### src/rtl/rssb_pkg.sv
// Shared types and defaults for the RSSB controller.
// Holds the FSM state encoding and parameter defaults.
package rssb_pkg;

    localparam int WIDTH_D = 8;
    localparam logic [7:0] HALT_OP_D = 8'hFF;

    typedef enum logic [2:0] {
        S_IDLE,
        S_FETCH,
        S_READ,
        S_WRITE,
        S_HALT
    } state_t;

endpackage

### src/rtl/rssb_sub.sv
// Unsigned subtractor a - b with borrow-out.
// Borrow is set exactly when a < b.
module rssb_sub #(
    parameter int WIDTH = 8
) (
    input  logic [WIDTH-1:0] a,
    input  logic [WIDTH-1:0] b,
    output logic [WIDTH-1:0] result,
    output logic             borrow
);

    logic [WIDTH:0] w_diff;

    // One extra bit catches the borrow of the unsigned difference
    always_comb begin
        w_diff = {1'b0, a} - {1'b0, b};
        result = w_diff[WIDTH-1:0];
        borrow = w_diff[WIDTH];
    end

endmodule

### src/rtl/rssb_ctrl.sv
// Reverse-subtract-skip-if-borrow single-instruction CPU controller.
// Each instruction takes FETCH, READ and WRITE cycles.
module rssb_ctrl
    import rssb_pkg::*;
#(
    parameter int               WIDTH   = WIDTH_D,
    parameter logic [WIDTH-1:0] HALT_OP = WIDTH'(HALT_OP_D)
) (
    input  logic             clk,
    input  logic             rst,
    input  logic             start,
    output logic [WIDTH-1:0] rom_addr,
    input  logic [WIDTH-1:0] rom_data,
    output logic [WIDTH-1:0] ram_addr,
    output logic             ram_write,
    output logic [WIDTH-1:0] ram_wdata,
    input  logic [WIDTH-1:0] ram_rdata,
    output logic             busy,
    output logic             done,
    output logic [WIDTH-1:0] pc_o,
    output logic [WIDTH-1:0] acc_o,
    output logic [15:0]      icount
);

    state_t           r_state;
    state_t           w_next;
    logic [WIDTH-1:0] r_pc;
    logic [WIDTH-1:0] r_acc;
    logic [WIDTH-1:0] r_opnd;
    logic [WIDTH-1:0] r_result;
    logic             r_borrow;
    logic [15:0]      r_icount;
    logic [WIDTH-1:0] w_res;
    logic             w_borrow;
    logic [WIDTH-1:0] w_step;

    rssb_sub #(.WIDTH(WIDTH)) u_sub (
        .a      (ram_rdata),
        .b      (r_acc),
        .result (w_res),
        .borrow (w_borrow)
    );

    assign w_step   = r_borrow ? WIDTH'(2) : WIDTH'(1);
    assign rom_addr = r_pc;
    assign pc_o     = r_pc;
    assign acc_o    = r_acc;
    assign icount   = r_icount;

    // All architectural and FSM state, cleared asynchronously
    always_ff @(posedge clk or negedge rst) begin
        if (!rst) begin
            r_state  <= S_IDLE;
            r_pc     <= '0;
            r_acc    <= '0;
            r_opnd   <= '0;
            r_result <= '0;
            r_borrow <= 1'b0;
            r_icount <= '0;
        end else begin
            r_state <= w_next;
            unique case (r_state)
                S_IDLE, S_HALT: begin
                    if (start) begin
                        r_pc     <= '0;
                        r_acc    <= '0;
                        r_icount <= '0;
                    end
                end
                S_FETCH: begin
                    if (rom_data != HALT_OP) r_opnd <= rom_data;
                end
                S_READ: begin
                    r_result <= w_res;
                    r_borrow <= w_borrow;
                end
                S_WRITE: begin
                    r_acc    <= r_result;
                    r_pc     <= r_pc + w_step;
                    r_icount <= r_icount + 16'd1;
                end
                default: ;
            endcase
        end
    end

    // Next-state: start only matters when not executing
    always_comb begin
        w_next = r_state;
        unique case (r_state)
            S_IDLE:  if (start) w_next = S_FETCH;
            S_FETCH: w_next = (rom_data == HALT_OP) ? S_HALT : S_READ;
            S_READ:  w_next = S_WRITE;
            S_WRITE: w_next = S_FETCH;
            S_HALT:  if (start) w_next = S_FETCH;
            default: w_next = S_IDLE;
        endcase
    end

    // Outputs decoded purely from the current state
    always_comb begin
        busy      = 1'b0;
        done      = 1'b0;
        ram_write = 1'b0;
        ram_addr  = '0;
        ram_wdata = '0;
        unique case (r_state)
            S_FETCH: busy = 1'b1;
            S_READ: begin
                busy     = 1'b1;
                ram_addr = r_opnd;
            end
            S_WRITE: begin
                busy      = 1'b1;
                ram_write = 1'b1;
                ram_addr  = r_opnd;
                ram_wdata = r_result;
            end
            S_HALT:  done = 1'b1;
            default: ;
        endcase
    end

endmodule

### config.mk
export PLATFORM = sky130hd
export DESIGN_NAME = rssb_ctrl
export DESIGN_NICKNAME = d
export VERILOG_FILES = /design/src/rtl/rssb_pkg.sv /design/src/rtl/rssb_sub.sv /design/src/rtl/rssb_ctrl.sv
export SDC_FILE = /design/constraint.sdc
export NUM_CORES = 1
export LEC_CHECK = 0
export ABC_AREA = 0
export BUFFER_PORTS_ARGS = -buffer_cell sky130_fd_sc_hd__buf_2
export CORE_UTILIZATION = 35
export CTS_CLUSTER_SIZE = 28
export DETAILED_ROUTE_END_ITERATION = 8
export PLACE_DENSITY = 0.59
export SLEW_MARGIN = 15
export SYNTH_ARGS = -nofsm -noshare
export SYNTH_HDL_FRONTEND = slang
export SYNTH_SLANG_ARGS = --single-unit
export TNS_END_PERCENT = 5
### constraint.sdc
create_clock -name clk -period 1.65 [get_ports clk]
set_input_delay 0.0825 -clock clk [delete_from_list [all_inputs] [get_ports clk]]
set_output_delay 0.0825 -clock clk [all_outputs]
set_load 0.01 [all_outputs]
=== After elaboration in Yosys (flattened, before gate mapping) ===
Cells that the tools add are included.

* $add $sub $neg: 3
* Equality and inequality tests: 7
* Multiplexer cells: 14
* Reduce and logical (&&, ||, !) cells: 7

{| class="wikitable"
|+ Operator list
! operator !! count
|-
| $pmux W16 S2 || 1
|-
| $pmux W8 S2 || 2
|-
| $mux W8 || 3
|-
| $add A16 B1 Y16 const B || 1
|-
| $mux W16 || 1
|-
| $pmux W3 S4 || 1
|-
| $sub A8 B8 Y9 || 1
|-
| $add A8 B2 Y8 || 1
|-
| $eq A8 B8 Y1 const B || 1
|-
| $ne A8 B8 Y1 const B || 1
|-
| $eq A3 B2 Y1 const B || 2
|-
| $mux W3 || 2
|-
| $reduce_and A2 Y1 || 2
|-
| $reduce_or A2 Y1 || 2
|-
| $eq A3 B1 Y1 const B || 1
|-
| $eq A3 B3 Y1 const B || 1
|-
| $logic_not A3 Y1 || 1
|-
| $mux W1 || 3
|-
| $reduce_or A3 Y1 || 1
|-
| $mux W2 || 1
|-
| $ne A2 B1 Y1 const B || 1
|-
| $reduce_bool A2 Y1 || 1
|}

* Register bits after elaboration: 52
* Input port bits: 19
* Output and inout port bits: 59
* Word-level logic and storage cells: 38

=== Logic depth before layout (Yosys ltp) ===
* Depth in word-level cells: 4
* Mapped depth: 7
* Depth with buffers taken out: 7

=== Modules after synthesis ===
Synthesis repeated with hierarchy kept, for this count alone.

* Cells, all modules: 271
* Area total of the unflattened synthesis: 2840.2 µm²

{| class="wikitable"
|+ By module, submodules not included
! module !! instances !! cells an instance !! area each (µm²) !! sequential area each (µm²)
|-
| rssb_ctrl || 1 || 223 || 2486.1 || 1301.2
|-
| rssb_sub || 1 || 48 || 354.1 || 0.0
|}

=== Worst setup path after synthesis ===
No wires, ideal clock.

* Path type: register to register
* From: register r_acc[2], in the netlist acc_o[2]
* To: register r_result[6]
* Library setup time: 0.069 ns
* Data arrival time: 1.694 ns
* Required time: 1.581 ns
* Slack: -0.113 ns
* Cell stages (with the launch flop): 7
* Path buffers: 0
* Period minus slack after synthesis: 1.763 ns
* Cell sequence: dfrtp_1 -> inv_1 -> ha_1 -> nor2b_1 -> o31a_1 -> or4_1 -> nand3_1

* Longest elaborated chain between the ends: 1

{| class="wikitable"
|+ RTL lines
! element !! RTL line !! text
|-
| start, declared || rssb_ctrl.sv:28 || <nowiki>logic [WIDTH-1:0] r_acc;</nowiki>
|-
| start signal, assigned || rssb_ctrl.sv:78 || <nowiki>r_acc <= r_result;</nowiki>
|-
| $sub A8 B8 Y9 || rssb_sub.sv:16 || <nowiki>w_diff = {1'b0, a} - {1'b0, b};</nowiki>
|-
| end signal, assigned || rssb_ctrl.sv:74 || <nowiki>r_result <= w_res;</nowiki>
|-
| end, declared || rssb_ctrl.sv:30 || <nowiki>logic [WIDTH-1:0] r_result;</nowiki>
|}

Every way passes these cells.
A chain may end at the register's enable or synchronous reset.

=== Final worst setup path ===
* From: register r_acc[0], in the netlist acc_o[0]
* To: register r_borrow

* Longest elaborated chain between the ends: 1

{| class="wikitable"
|+ RTL lines
! element !! RTL line !! text
|-
| $sub A8 B8 Y9 || rssb_sub.sv:16 ||
|-
| end signal, assigned || rssb_ctrl.sv:75 || <nowiki>r_borrow <= w_borrow;</nowiki>
|-
| end, declared || rssb_ctrl.sv:31 || <nowiki>logic r_borrow;</nowiki>
|}

Every way passes these cells.

==> impl_metrics.ini <==
[worst_setup_path]
rr_endpoint = r_borrow
cp.buffers_inverters = 0
ff2ff_path_depth = 6
reg2reg_from = acc_o[0]
crit_arrival_ps = 1930
cp_slowest_cell = dfrtp_2
critPathKind = reg -> reg
crit_path_max_fanout = 4
crit_chain = ha_4, fa_2, nor2b_4, o31a_1, o221ai_1, a22o_1
slowest_delay_ps = 440
cp_num_cells = 6
startpoint = acc_o[0]
cp-end-kind = flop
cp-start-kind = flop
path_delay_family = adder cells
cp-endpoint = r_borrow
rrSetupSlack_ps = -80
required_ps = 1850

[logic_synthesis]
synthAdderAreaFrac_pct = 6.38
yosysMostFrequentCell = dfrtp_1
synth_flop_cell = dfrtp_1
netlist_top_cells_count = 52 x dfrtp_1, 21 x nand2_1, 21 x o21ai_0
avgSynthCellArea_um2 = 10.1
synth_top_area_share_pct = 46.7
syn-cell-area_um2 = 2790
synth_edf_count = 0
synth-seq-cells = 52
seq_area_frac_synth_pct = 46.7
yosys.area_share.simple_pct = 19.7
synth.area.top_cells = dfrtp_1 47%, ha_1 4.9%, o21ai_0 3.8%
async_flop_share_pct = 100
yosys.area_share.xor_xnor_pct = 0.314
synth_cell_types = 46
synth_nets = 309
synth_top_family_by_area = simple AND/OR/NAND/NOR gates
syn_inst = 277
synth_compound_area_share_pct = 18.1
synth_mux_area_share_pct = 3.41
yosysTopAreaCell = dfrtp_1
yosysWarnings = 0

[power_and_ir_drop]
power_mw = 5.98
power_density_nw_per_um2 = 1600
intPower_mw = 3.70
switching_share_pct = 38.1
p_leak_nw = 1.85
seq_power_share_pct = 32.6
share_comb_of_total_power_pct = 51.7
p_switching_mw = 2.28
vdd_drop_max_v = 0.000779
power_frac_clock_pct = 15.7

[placed_design]
hpwl_um = 4850
pre_cts_slack_ps = -133
place.gp.congestion = 0.789
io_buffer_count = 77

[status]
status = finished with violations
violations = negative setup slack

[routing]
vias = 2454
drcViolationCount = 0
dr.pass1.iters = 4
routed_wl_um = 6690
drtIter0Drc = 159
routedWlPerCell_um = 13.9
ant_nets = 0
viasPerCell = 5.11

[hold_path]
hp-class = in -> reg

[final_layout]
final_nets = 409
nFillCells = 754
syn2layout_area_growth_pct = 34.2
diodes = 0
drive_gt1_share_pct = 37.8

[die]
num_rows = 32
die_w_um = 91.2
core_area_um2 = 7730
die_h_um = 91.2
start_util_pct = 36.1
io_pins = 78
dieArea_um2 = 8320

[timing]
final_max_slew_viol_count = 0
clock_skew_ps = 12.1
worstMarginPinSlew_ps = 542
final-hold-violation-count = 0
timing.final.ws_setup_ps = -81.6
max_slew_margin_pct = 63.8
finalSetupViolCount = 3
rsz0062_at_grt = yes
period_share_pct = 105
fin_crit_ps = 1730
fmax_mhz = 578

[global_routing]
grt_pass1_vias = 2318
grt_pass1_wl_um = 11000
antenna_found_initial = 0
grt-ovfl-total = 0
track_usage_pct = 16.5
grt_max_degree = 36

[clocking]
h-tree-depth = 2
cts_tree = yes
clkTransAtPathRegs_ps = 100
cts_inserted_buffers = 5
root_buffer = clkbuf_8
clock_sinks = 52
clockBufferDepth = 2
clkLatencyLatePin_ps = 310

[flow_run]
maxCapViolCount = 0
-- worst register-to-register path, stage by stage, from the launching register on --
cell and delay [ps]:
dfrtp_2 440, ha_4 170, fa_2 370, nor2b_4 130, o31a_1 220, o221ai_1 120, a22o_1 180
-- metal layers --
metal	GRT usage (%)	part of all wire, %
met1	22.1	47
met2	27.7	49
met3	3.18	3.4
met4	3.57	0.69
met5	0	0
-- layout by cell type (no fill, tap or decap), types with 5 or more instances in the layout --
master / synthesis / final
o21ai_0: 21 / 20
o31ai_1: 9 / 8
inv_1: 14 / 12
nand4_1: 8 / 8
mux2i_1: 5 / 5
nand2_1: 21 / 21
nor2_1: 9 / 9
buf_4: 8 / 29
nand3_1: 14 / 13
buf_2: 4 / 73
dfrtp_1: 52 / 51
and2_1: 16 / 12
clkbuf_8: 0 / 6
ha_1: 11 / 9
a21o_1: 10 / 10
nor3b_1: 6 / 6
o211ai_1: 6 / 6
-- power by group through the flow --
stage	sequential [mW]	combinational (mW)	clock (mW)
2_1_floorplan	2.02	1.72	0
3_3_place_gp	1.95	2.83	0
3_5_place_dp	1.96	2.88	0
4_1_cts	1.94	2.91	0.970
5_1_grt	2.01	3.43	1.02
6_report	1.95	3.09	0.936
-- sequential cells by signal, summed over array words and instances, names as in the netlist --
register and count:
acc_o 8, icount 16, pc_o 8, r_borrow 1, r_opnd 8, r_result 8
r_state 3
-- how the worst min path moves through the flow --
stage / startpoint / endpoint / depth (start not counted)
6_report: rom_data[5] / r_opnd[5] / 2
3_5_place_dp: rst / acc_o[2] / 1
5_1_grt: rom_data[0] / r_opnd[0] / 2
3_3_place_gp: rst / acc_o[2] / 1
2_1_floorplan: rst / acc_o[0] / 0
4_1_cts: rom_data[5] / r_opnd[5] / 2
-- cell families (layout without fill, tap and decap cells) --
family	after synthesis	after routing
buffers and inverters	31	132
xor gates and xnor gates	1	1
adders and majority gates	13	13
AOI/OAI and AO/OA	72	72
DFF	52	52
muxes	9	9
and+or+nand+nor	99	99
-- metrics by stage --
stage | TNS [ps] | cells | utilization [%] | instance area, um2 | hold WS (ps)
floorplan | -59.3 | 277 | - | 2820 | -213
global placement | -95.1 | 469 | 44.9 | 3470 | 43.1
detailed placement | -585 | 469 | 44.9 | 3470 | 47.9
CTS | -895 | 479 | 46.9 | 3620 | 10.4
global route | -853 | 480 | 48.4 | 3740 | 12.7
finish | -179 | 480 | 48.4 | 3740 | 26.4
-- area by class of cell --
class                           instances  area, um2  share of cell area [%]
Multi-Input combinational cell        194       1450                    38.7
Tap cell                              102        128                    3.41
Clock buffer                            6       82.6                    2.21
Clock inverter                          2       38.8                    1.04
Sequential cell                        52       1300                    34.8
Timing Repair Buffer                  110        688                    18.4
Inverter                               14       52.6                    1.41
-- timing repair --
item	4_1_cts	5_1_grt
resized for setup	2	25
endpoints found under the hold margin	18	0
pin swaps	2	5
buffers inserted	0	1
hold buffers	2	0
endpoints found under the setup margin	17	44
Power figures use the tool's default switching activity.
